**src/rtl/pipeline_hazard_ctrl.sv**
```systemverilog
// Hazard controller for the five-stage RV32 pipeline: forwarding selects, load-use stalls,
// data-memory wait stalls and control-flow flush. Optional perf counters: HAZARD_PERF_CNT_EN.
module pipeline_hazard_ctrl #(
  parameter int RA_W       = 5,
  parameter int LU_BUBBLES = 1,
  parameter int CNT_W      = 32
) (
  input  logic             clock,
  input  logic             reset,
  input  logic [RA_W-1:0]  id_rs1,
  input  logic [RA_W-1:0]  id_rs2,
  input  logic [RA_W-1:0]  ex_rs1,
  input  logic [RA_W-1:0]  ex_rs2,
  input  logic [RA_W-1:0]  ex_rd,
  input  logic             ex_wen,
  input  logic             ex_is_load,
  input  logic [RA_W-1:0]  mem_rd,
  input  logic             mem_wen,
  input  logic             mem_is_load,
  input  logic [RA_W-1:0]  wb_rd,
  input  logic             wb_wen,
  input  logic             ex_uses_rs2,
  input  logic             ctl_taken,
  input  logic             dmem_req,
  input  logic             dmem_ready,
  output logic [1:0]       fwd_a,
  output logic [1:0]       fwd_b,
  output logic             fwd_id_a,
  output logic             fwd_id_b,
  output logic             stall_if,
  output logic             stall_id,
  output logic             stall_ex,
  output logic             stall_mem,
  output logic             bubble_ex,
  output logic             bubble_wb,
  output logic             flush_if_id,
  output logic             flush_id_ex,
  output logic             flush_ex_mem,
`ifdef HAZARD_PERF_CNT_EN
  output logic [CNT_W-1:0] perf_stall_cycles,
  output logic [CNT_W-1:0] perf_flushes,
`endif
  output logic [1:0]       hz_state
);

  typedef enum logic [1:0] {RUN = 2'd0, LU_STALL = 2'd1, MEM_WAIT = 2'd2} hzState_t;

  localparam logic [1:0] LU_RELOAD = 2'(LU_BUBBLES - 1);

  hzState_t   state, nextState;
  logic [1:0] bubbleCnt, nextCnt;
  logic       memHitA, wbHitA, memHitB, wbHitB;
  logic       loadUse, memWait;
  logic       stallFront, stallBack, bubbleExC, bubbleWbC, flushC;
  logic       unusedInputs;

  // Load data is only ever forwarded from WB or MEM once it exists, so the MEM load flag is not needed.
  assign unusedInputs = mem_is_load;

  assign memHitA = mem_wen && (mem_rd != '0) && (mem_rd == ex_rs1);
  assign wbHitA  = wb_wen  && (wb_rd  != '0) && (wb_rd  == ex_rs1);
  assign memHitB = mem_wen && (mem_rd != '0) && (mem_rd == ex_rs2);
  assign wbHitB  = wb_wen  && (wb_rd  != '0) && (wb_rd  == ex_rs2);

  assign fwd_a    = memHitA ? 2'b10 : (wbHitA ? 2'b01 : 2'b00);
  assign fwd_b    = !ex_uses_rs2 ? 2'b00 : (memHitB ? 2'b10 : (wbHitB ? 2'b01 : 2'b00));
  assign fwd_id_a = wb_wen && (wb_rd != '0) && (wb_rd == id_rs1);
  assign fwd_id_b = wb_wen && (wb_rd != '0) && (wb_rd == id_rs2);

  assign loadUse = ex_is_load && ex_wen && (ex_rd != '0) && ((ex_rd == id_rs1) || (ex_rd == id_rs2));

  // dmem_req/dmem_ready: an access is outstanding while dmem_req is high and completes in the
  // cycle dmem_ready is high; every earlier dmem_req cycle without dmem_ready is a wait state.
  assign memWait = dmem_req && !dmem_ready;

  always_comb begin
    nextState  = state;
    nextCnt    = bubbleCnt;
    stallFront = 1'b0;
    stallBack  = 1'b0;
    bubbleExC  = 1'b0;
    bubbleWbC  = 1'b0;
    flushC     = 1'b0;
    case (state)
      RUN, LU_STALL: begin
        if (memWait) begin
          stallFront = 1'b1;
          stallBack  = 1'b1;
          bubbleWbC  = 1'b1;
          nextCnt    = 2'd0;
          nextState  = MEM_WAIT;
        end else if (ctl_taken) begin
          flushC    = 1'b1;
          nextCnt   = 2'd0;
          nextState = RUN;
        end else if (state == LU_STALL) begin
          stallFront = 1'b1;
          bubbleExC  = 1'b1;
          nextCnt    = bubbleCnt - 2'd1;
          nextState  = (bubbleCnt == 2'd1) ? RUN : LU_STALL;
        end else if (loadUse) begin
          stallFront = 1'b1;
          bubbleExC  = 1'b1;
          nextCnt    = LU_RELOAD;
          nextState  = (LU_RELOAD != 2'd0) ? LU_STALL : RUN;
        end
      end
      // The frozen MEM instruction cannot be a branch, so ctl_taken is not looked at here.
      MEM_WAIT: begin
        if (!dmem_ready) begin
          stallFront = 1'b1;
          stallBack  = 1'b1;
          bubbleWbC  = 1'b1;
        end else begin
          nextState = RUN;
        end
      end
      default: begin
        nextState = RUN;
        nextCnt   = 2'd0;
      end
    endcase
  end

  always_ff @(posedge clock or posedge reset) begin
    if (reset) begin
      state     <= RUN;
      bubbleCnt <= 2'd0;
    end else begin
      state     <= nextState;
      bubbleCnt <= nextCnt;
    end
  end

  // Controls are forced low while reset is held so the pipeline sees no stray stall or flush.
  assign stall_if     = stallFront && !reset;
  assign stall_id     = stallFront && !reset;
  assign stall_ex     = stallBack  && !reset;
  assign stall_mem    = stallBack  && !reset;
  assign bubble_ex    = bubbleExC  && !reset;
  assign bubble_wb    = bubbleWbC  && !reset;
  assign flush_if_id  = flushC     && !reset;
  assign flush_id_ex  = flushC     && !reset;
  assign flush_ex_mem = flushC     && !reset;
  assign hz_state     = state;

`ifdef HAZARD_PERF_CNT_EN
  always_ff @(posedge clock or posedge reset) begin
    if (reset) begin
      perf_stall_cycles <= '0;
      perf_flushes      <= '0;
    end else begin
      if (stall_if && (perf_stall_cycles != '1))
        perf_stall_cycles <= perf_stall_cycles + CNT_W'(1);
      if (flush_if_id && (perf_flushes != '1))
        perf_flushes <= perf_flushes + CNT_W'(1);
    end
  end
`endif

endmodule

```
**config.mk**
```make
export PLATFORM = sky130hd
export DESIGN_NAME = pipeline_hazard_ctrl
export DESIGN_NICKNAME = d
export VERILOG_FILES = /design/src/rtl/pipeline_hazard_ctrl.sv
export SDC_FILE = /design/constraint.sdc
export NUM_CORES = 1
export LEC_CHECK = 0
export BUFFER_PORTS_ARGS = -buffer_cell sky130_fd_sc_hd__buf_2
export CELL_PAD_IN_SITES_DETAIL_PLACEMENT = 1
export CELL_PAD_IN_SITES_GLOBAL_PLACEMENT = 2
export CORE_UTILIZATION = 21
export DETAILED_ROUTE_END_ITERATION = 8
export PLACE_DENSITY = 0.9
export SETUP_SLACK_MARGIN = 0.2
export SYNTH_ARGS = -nofsm -noshare
export SYNTH_HDL_FRONTEND = slang
export SYNTH_SLANG_ARGS = --single-unit
```
**constraint.sdc**
```tcl
create_clock -name clock -period 2.4 [get_ports clock]
set_input_delay 0.36 -clock clock [delete_from_list [all_inputs] [get_ports clock]]
set_output_delay 0.36 -clock clock [all_outputs]
set_load 0.02 [all_outputs]
```
==> metrics.md, run 1 <==
| Metric | Value |
|---|---|
| Vias in the first global route | 970 |
| Hold_ws | 64.1 ps |
| Post-synth cell types | 29 |
| RSZ-0062 raised after global routing | false |
| Final Core Density | 31.8% |
| Post-route cell area | 1200 sq um |
| Most frequent cell after synthesis | xnor2_1 |
| Synth warn | 0 |
| Clock sink count | 4 |
| Top cell type's share of synthesized area | 23.8% |
| Hold Violations, Final | 0 |
| Sequential area share after synthesis | 11.8% |
| Bufs on Longest Clock Path | 2 |
| Worst path arrival time | 1740 ps |
| Crit-path most repeated cell | buf_2 |
| IO buf count | 61 |
| Worst-path fanout max | 3 |
| Startpoint Class | input pin |
| Routability congestion estimate | 0.799 |
| Area leader, netlist | xnor2_1 |
| Routed WL per cell | 13.2 um |
| Crit. Startpoint | mem_rd[1] |
| Min Tclk post-route | 2100 ps |
| Post-route setup TNS | 0 ps |
| Fraction of registers with async set/reset | 100% |
| H-tree depth | 1 |
| Clock Tree Root | clkbuf_8 |
| Reg2reg start | hz_state[1] |
| Die X | 65.5 um |
| Net Count, Synth | 154 |
| Syn Inst Count | 107 |
| Nets | 210 |
| GRT overflow | 0 |
| Area post-placement | 1150 sq um |
| TritonCTS clock tree | yes |
| First-pass GRT wire length | 4330 um |
| Initial Util | 22.4% |
| Final setup viols | 0 |
| I/O pin count | 63 |
| Critical path class | input pin to output port |
| DRT Wirelength | 2760 um |
| Max-Cap Viols | 0 |
| Slew Limit Fails | 0 |
| Pwr Density | 326 nW/um^2 |
| Area delta synth->final | 41.6% |
| Remaining antenna violation count after routing | 0 |
| GRT Overall Usage | 13.1% |
| Top FF cell, synth | dfrtp_1 |
| CP max stage cell | or4_1 |
| Status | complete, no violations |
| Post-DP HPWL | 2460 um |
| Initial detailed-routing violation count | 14 |
| Core region area | 3770 sq um |
| FF+latch count, synth | 4 |
| Top post-synthesis cells by area | xnor2_1 (24%), xor2_1 (18%), dfrtp_1 (12%) |
| Die height | 65.5 um |
| DIE AREA | 4290 sq um |
| FMAX | 0.475 GHz |
| Slew margin rel. | 69.9% |
| Residual DRC | 0 |
| Synth cell count leaders | xnor2_1 (23), xor2_1 (17), nand3_1 (8) |
| Syn avg cell area | 7.90 sq um |
| Total CTS buffers | 3 |
| Vias per cell | 4.62 |
| Vias | 966 |
| Antenna violations before repair | 0 |
| Postcts setup bufs | 0 |
| CP max stage delay | 540 ps |
| Layout Skew | 3.18 ps |
| Period utilization | 87.6% |
| Pre-Repair DR Iteration Count | 3 |
| Static leakage | 0.565 nW |
| Largest net degree at the start of global routing | 9 |
| Critical path cell sequence | buf_2 -> or4_1 -> o21ai_2 -> nor4_1 -> nor4_2 -> buf_2 |
| Data required time of the worst path | 2040 ps |
| Worst-Margin Slew | 448 ps |
| CP endpoint kind | output port |
| Hold Path Class | input pin to async pin |
| Clk Latency, worst-skew pair | 220 ps |
| Clk slew on worst S/H paths | 30 ps |
| Layout cells sized above 1 | 42.9% |
| Antenna diode instance count | 0 |
| Cell Rows | 22 |
| Post-synth EDFFs | 0 |
| Synthesized area | 846 sq um |
| Maximum vdd drop | 0.228 mV |
==> flip-flops by register name (all words and copies together), names as in the netlist <==
register / count
hz_state: 2
bubbleCnt: 2
==> cell usage in the layout, fill, tap and decap left out, drive strengths merged <==
cell      n
o311a     1
nand3     8
and2      1
o22ai     1
a211o     1
inv       4
nand2     3
a32oi     1
o21ai     2
nor2      4
xor2     17
nand2b    3
clkbuf    3
a21oi     4
xnor2    23
nor4      7
a2111oi   2
dfrtp     4
nor3      2
nor2b     1
buf      62
and4      1
nor3b     1
or3       1
ha        1
or4       3
==> worst max-delay path: cells and delay by family <==
kind	cells	cell delay (ps)
and+or+nand+nor	3	910
AOI/OAI and AO/OA	1	150
buffers and inverters	2	320
==> cell families after synthesis <==
kind of cell             share of synthesized area, %
flip-flops                                       11.8
adder cells (fa/ha/maj)                          1.48
buffers and inverters                            10.4
XOR/XNOR                                         41.4
AO/OA/AOI/OAI                                    11.7
AND/OR/NAND/NOR                                  23.2
==> final timing paths <==
| check | to | slack, ps | cells after the start |
|---|---|---|---|
| worst max-delay path | fwd_a[0] | 300 | 6 |
| worst min-delay path | bubbleCnt[1] | 60 | 2 |
| worst max register to register | bubbleCnt[0] | 1230 | 4 |
| worst min register to register | bubbleCnt[1] | 520 | 2 |
| max in group asynchronous | hz_state[0] | 2170 | 2 |
| min in group clock | hz_state[1] | 350 | 2 |
==> area by class of cell <==
type / instances / area (sq um)
well taps: 48 / 60.1
flip-flops and latches: 4 / 100
inverters: 4 / 15.0
repair buffers: 62 / 313
clock buffers: 3 / 41.3
multi-input cells: 88 / 668
fillers: 492 / 2570
==> metrics by stage <==
step | instances | setup WS (ps) | total power [mW]
6_report | 209 | 296 | 0.391
5_1_grt | 209 | 218 | 0.420
2_1_floorplan | 107 | 359 | 0.182
3_3_place_gp | 206 | 242 | 0.250
4_1_cts | 209 | 266 | 0.397
3_5_place_dp | 206 | 182 | 0.253
==> routing by layer <==
metal,GRT usage [%],vias to the layer above,wire length (um)
li1,-,473,-
met2,24.9,53,1370
met4,2.99,0,14
met3,2.43,2,244
met1,14.9,438,1130
met5,0,-,0
==> power by group <==
group          switching, mW  internal [mW]  total [mW]  leakage [nW]
clock                 0.0324          0.107       0.139        0.0216
sequential           0.00228         0.0693      0.0716        0.0547
combinational         0.0960         0.0840       0.180         0.488
total                  0.131          0.260       0.391         0.565
==> what timing repair did <==
action	in CTS	in global routing
resized for setup	1	1
setup endpoints to repair	1	1
hold buffers	0	0
No activity file was read; power rests on OpenSTA's default activity.
==> run 2, diff against run 1 <==
clock period = 2.5 ns   (was 2.4 ns; I/O delays follow)
==> run 2 against run 1 <==
Effect of this change:
- critical path type unchanged
- global-route usage rose by 0.83 points
- first-iteration DRC count down 21%
- combinational power is 4% lower
- cell area shrank 0.84%
- utilization fell by 0.27 points
- register-to-register slack improved by 180 ps
- hold slack gained 20 ps
==> metrics.md, run 2 (synthesis gave the netlist of run 1 again) <==
| Metric | Value |
|---|---|
| Status | complete, no violations |
| Slew margin rel. | 75.7% (+5.9 points) |
| DRT Wirelength | 2770 um (+0.40%) |
| Final Core Density | 31.5% (-0.27 points) |
| H-tree depth | 1 (unchanged) |
| Critical path class | input pin to output port |
| Clock sink count | 4 (unchanged) |
| Static leakage | 0.563 nW (-0.29%) |
| Largest net degree at the start of global routing | 9 (unchanged) |
| Met3 wire length | 215 um (-12%) |
| Clk Latency, worst-skew pair | 210 ps (about the same) |
| Metal-1 WL | 1170 um (+3.5%) |
| Min Tclk post-route | 2180 ps |
| Most common cell after layout, fill and taps aside | buf_2 |
| Postcts setup bufs | 0 (unchanged) |
| Vias in the first global route | 1031 (+6.3%) |
| DP Worst Slack | 233 ps (+51.7 ps) |
| Worst Setup EP | fwd_a[0] |
| Area delta synth->final | 40.4% |
| Setup ws final | 322 ps (+25.6 ps) |
| Layout cells sized above 1 | 41.6% (-1.2 points) |
| Crit. Startpoint | mem_rd[1] |
| Startpoint Class | input pin |
| Pwr Density | 315 nW/um^2 (-3.4%) |
| Remaining antenna violation count after routing | 0 (unchanged) |
| Routability congestion estimate | 0.712 (-11%) |
| R2R Setup Slk | 1410 ps (+180 ps) |
| Die height | 65.5 um (unchanged) |
| Crit Reg-Reg Endpoint | bubbleCnt[1] |
| Vias | 956 (-1.0%) |
| Post-placement cell count | 206 (unchanged) |
| Hold Path Class | input pin to async pin |
| Cell Rows | 22 (unchanged) |
| Core region area | 3770 sq um (unchanged) |
| Initial Util | 22.4% (unchanged) |
| Worst path arrival time | 1800 ps (+60 ps) |
| Data required time of the worst path | 2120 ps (+80 ps) |
| FMAX | 0.459 GHz |
| Residual DRC | 0 (unchanged) |
| Bufs on Longest Clock Path | 2 (unchanged) |
| Worst-Margin Slew | 355 ps (-93.2 ps) |
| Post-route setup TNS | 0 ps (unchanged) |
| Routed WL per cell | 13.3 um (+0.40%) |
| Period utilization | 87.1% |
| Final setup viols | 0 (unchanged) |
| DIE AREA | 4290 sq um (unchanged) |
| Reg2reg start | hz_state[0] |
| Clk slew on worst S/H paths | 30 ps (about the same) |
| IO buf count | 61 (unchanged) |
| Area post-placement | 1150 sq um (-0.54%) |
| Depth of the worst register-to-register path | 2 (-2) |
| Worst-path fanout max | 3 (unchanged) |
| Vias per cell | 4.57 (-1.0%) |
| Hold_ws | 83.9 ps (+19.7 ps) |
| Post-CTS Resized | 0 (-1) |
| Slew Limit Fails | 0 (unchanged) |
| Post-DP HPWL | 2420 um (-1.6%) |
| Total CTS buffers | 3 (unchanged) |
| Fin cells | 209 (unchanged) |
| Clock Tree Root | clkbuf_8 |
| # hold bufs at CTS | 0 (unchanged) |
| CP endpoint kind | output port |
| Total power | 374 uW (-4.2%) |
| GRT overflow | 0 (unchanged) |
| Maximum vdd drop | 0.303 mV (+33%) |
| Nets | 210 (unchanged) |
| Pre-Repair DR Iteration Count | 2 (-1) |
| Die X | 65.5 um (unchanged) |
| First-pass GRT wire length | 4630 um (+7.0%) |
| Metal2 WL | 1320 um (-3.2%) |
| Antenna diode instance count | 0 (unchanged) |
| Max-Cap Viols | 0 (unchanged) |
| GRT Overall Usage | 14.0% (+0.83 points) |
| RSZ-0062 raised after global routing | false |
| I/O pin count | 63 (unchanged) |
| TritonCTS clock tree | yes |
| Post-route cell area | 1190 sq um (-0.84%) |
| Most frequent cells in the layout | buf_2 (61), xnor2_1 (23), xor2_1 (17) |
| Top sig layer | met4 |
| Layout Skew | 0.724 ps (-2.45 ps) |
| Initial detailed-routing violation count | 11 (-3) |
| Hold Violations, Final | 0 (unchanged) |
| Antenna violations before repair | 0 (unchanged) |
==> run 2: routing by layer <==
metal  global-route usage (%)  vias up
li1                         -      473
met4                     5.98        0
met1                     16.0      424
met5                        0        -
met2                     25.5       53
met3                     1.91        6
==> run 2: final cells by class <==
class | instances | area [sq um]
Clock buffer | 3 | 41.3
Fill cell | 484 | 2580
Inverter | 4 | 15.0
Multi-Input combinational cell | 88 | 658
Sequential cell | 4 | 100
Tap cell | 48 | 60.1
Timing Repair Buffer | 62 | 313
==> run 2: worst min-delay path by stage <==
stage | start | end | slack [ps] | cells after the start
4_1_cts | reset | hz_state[1] | 90 | 2
2_1_floorplan | reset | bubbleCnt[0] | 150 | 1
5_1_grt | reset | bubbleCnt[0] | 110 | 2
3_5_place_dp | reset | hz_state[1] | 320 | 2
3_3_place_gp | reset | hz_state[1] | 320 | 2
6_report | reset | bubbleCnt[0] | 80 | 2
==> run 2: power by group <==
part	internal (mW)	switching, mW
clock	0.102	0.0314
sequential	0.0665	0.00190
combinational	0.0802	0.0914
==> run 2: worst max-delay path, stage by stage <==
cell and delay (ps):
buf_2 120, or4_1 510, o21ai_1 210, nor4_1 110, nor4_1 270, buf_2 210
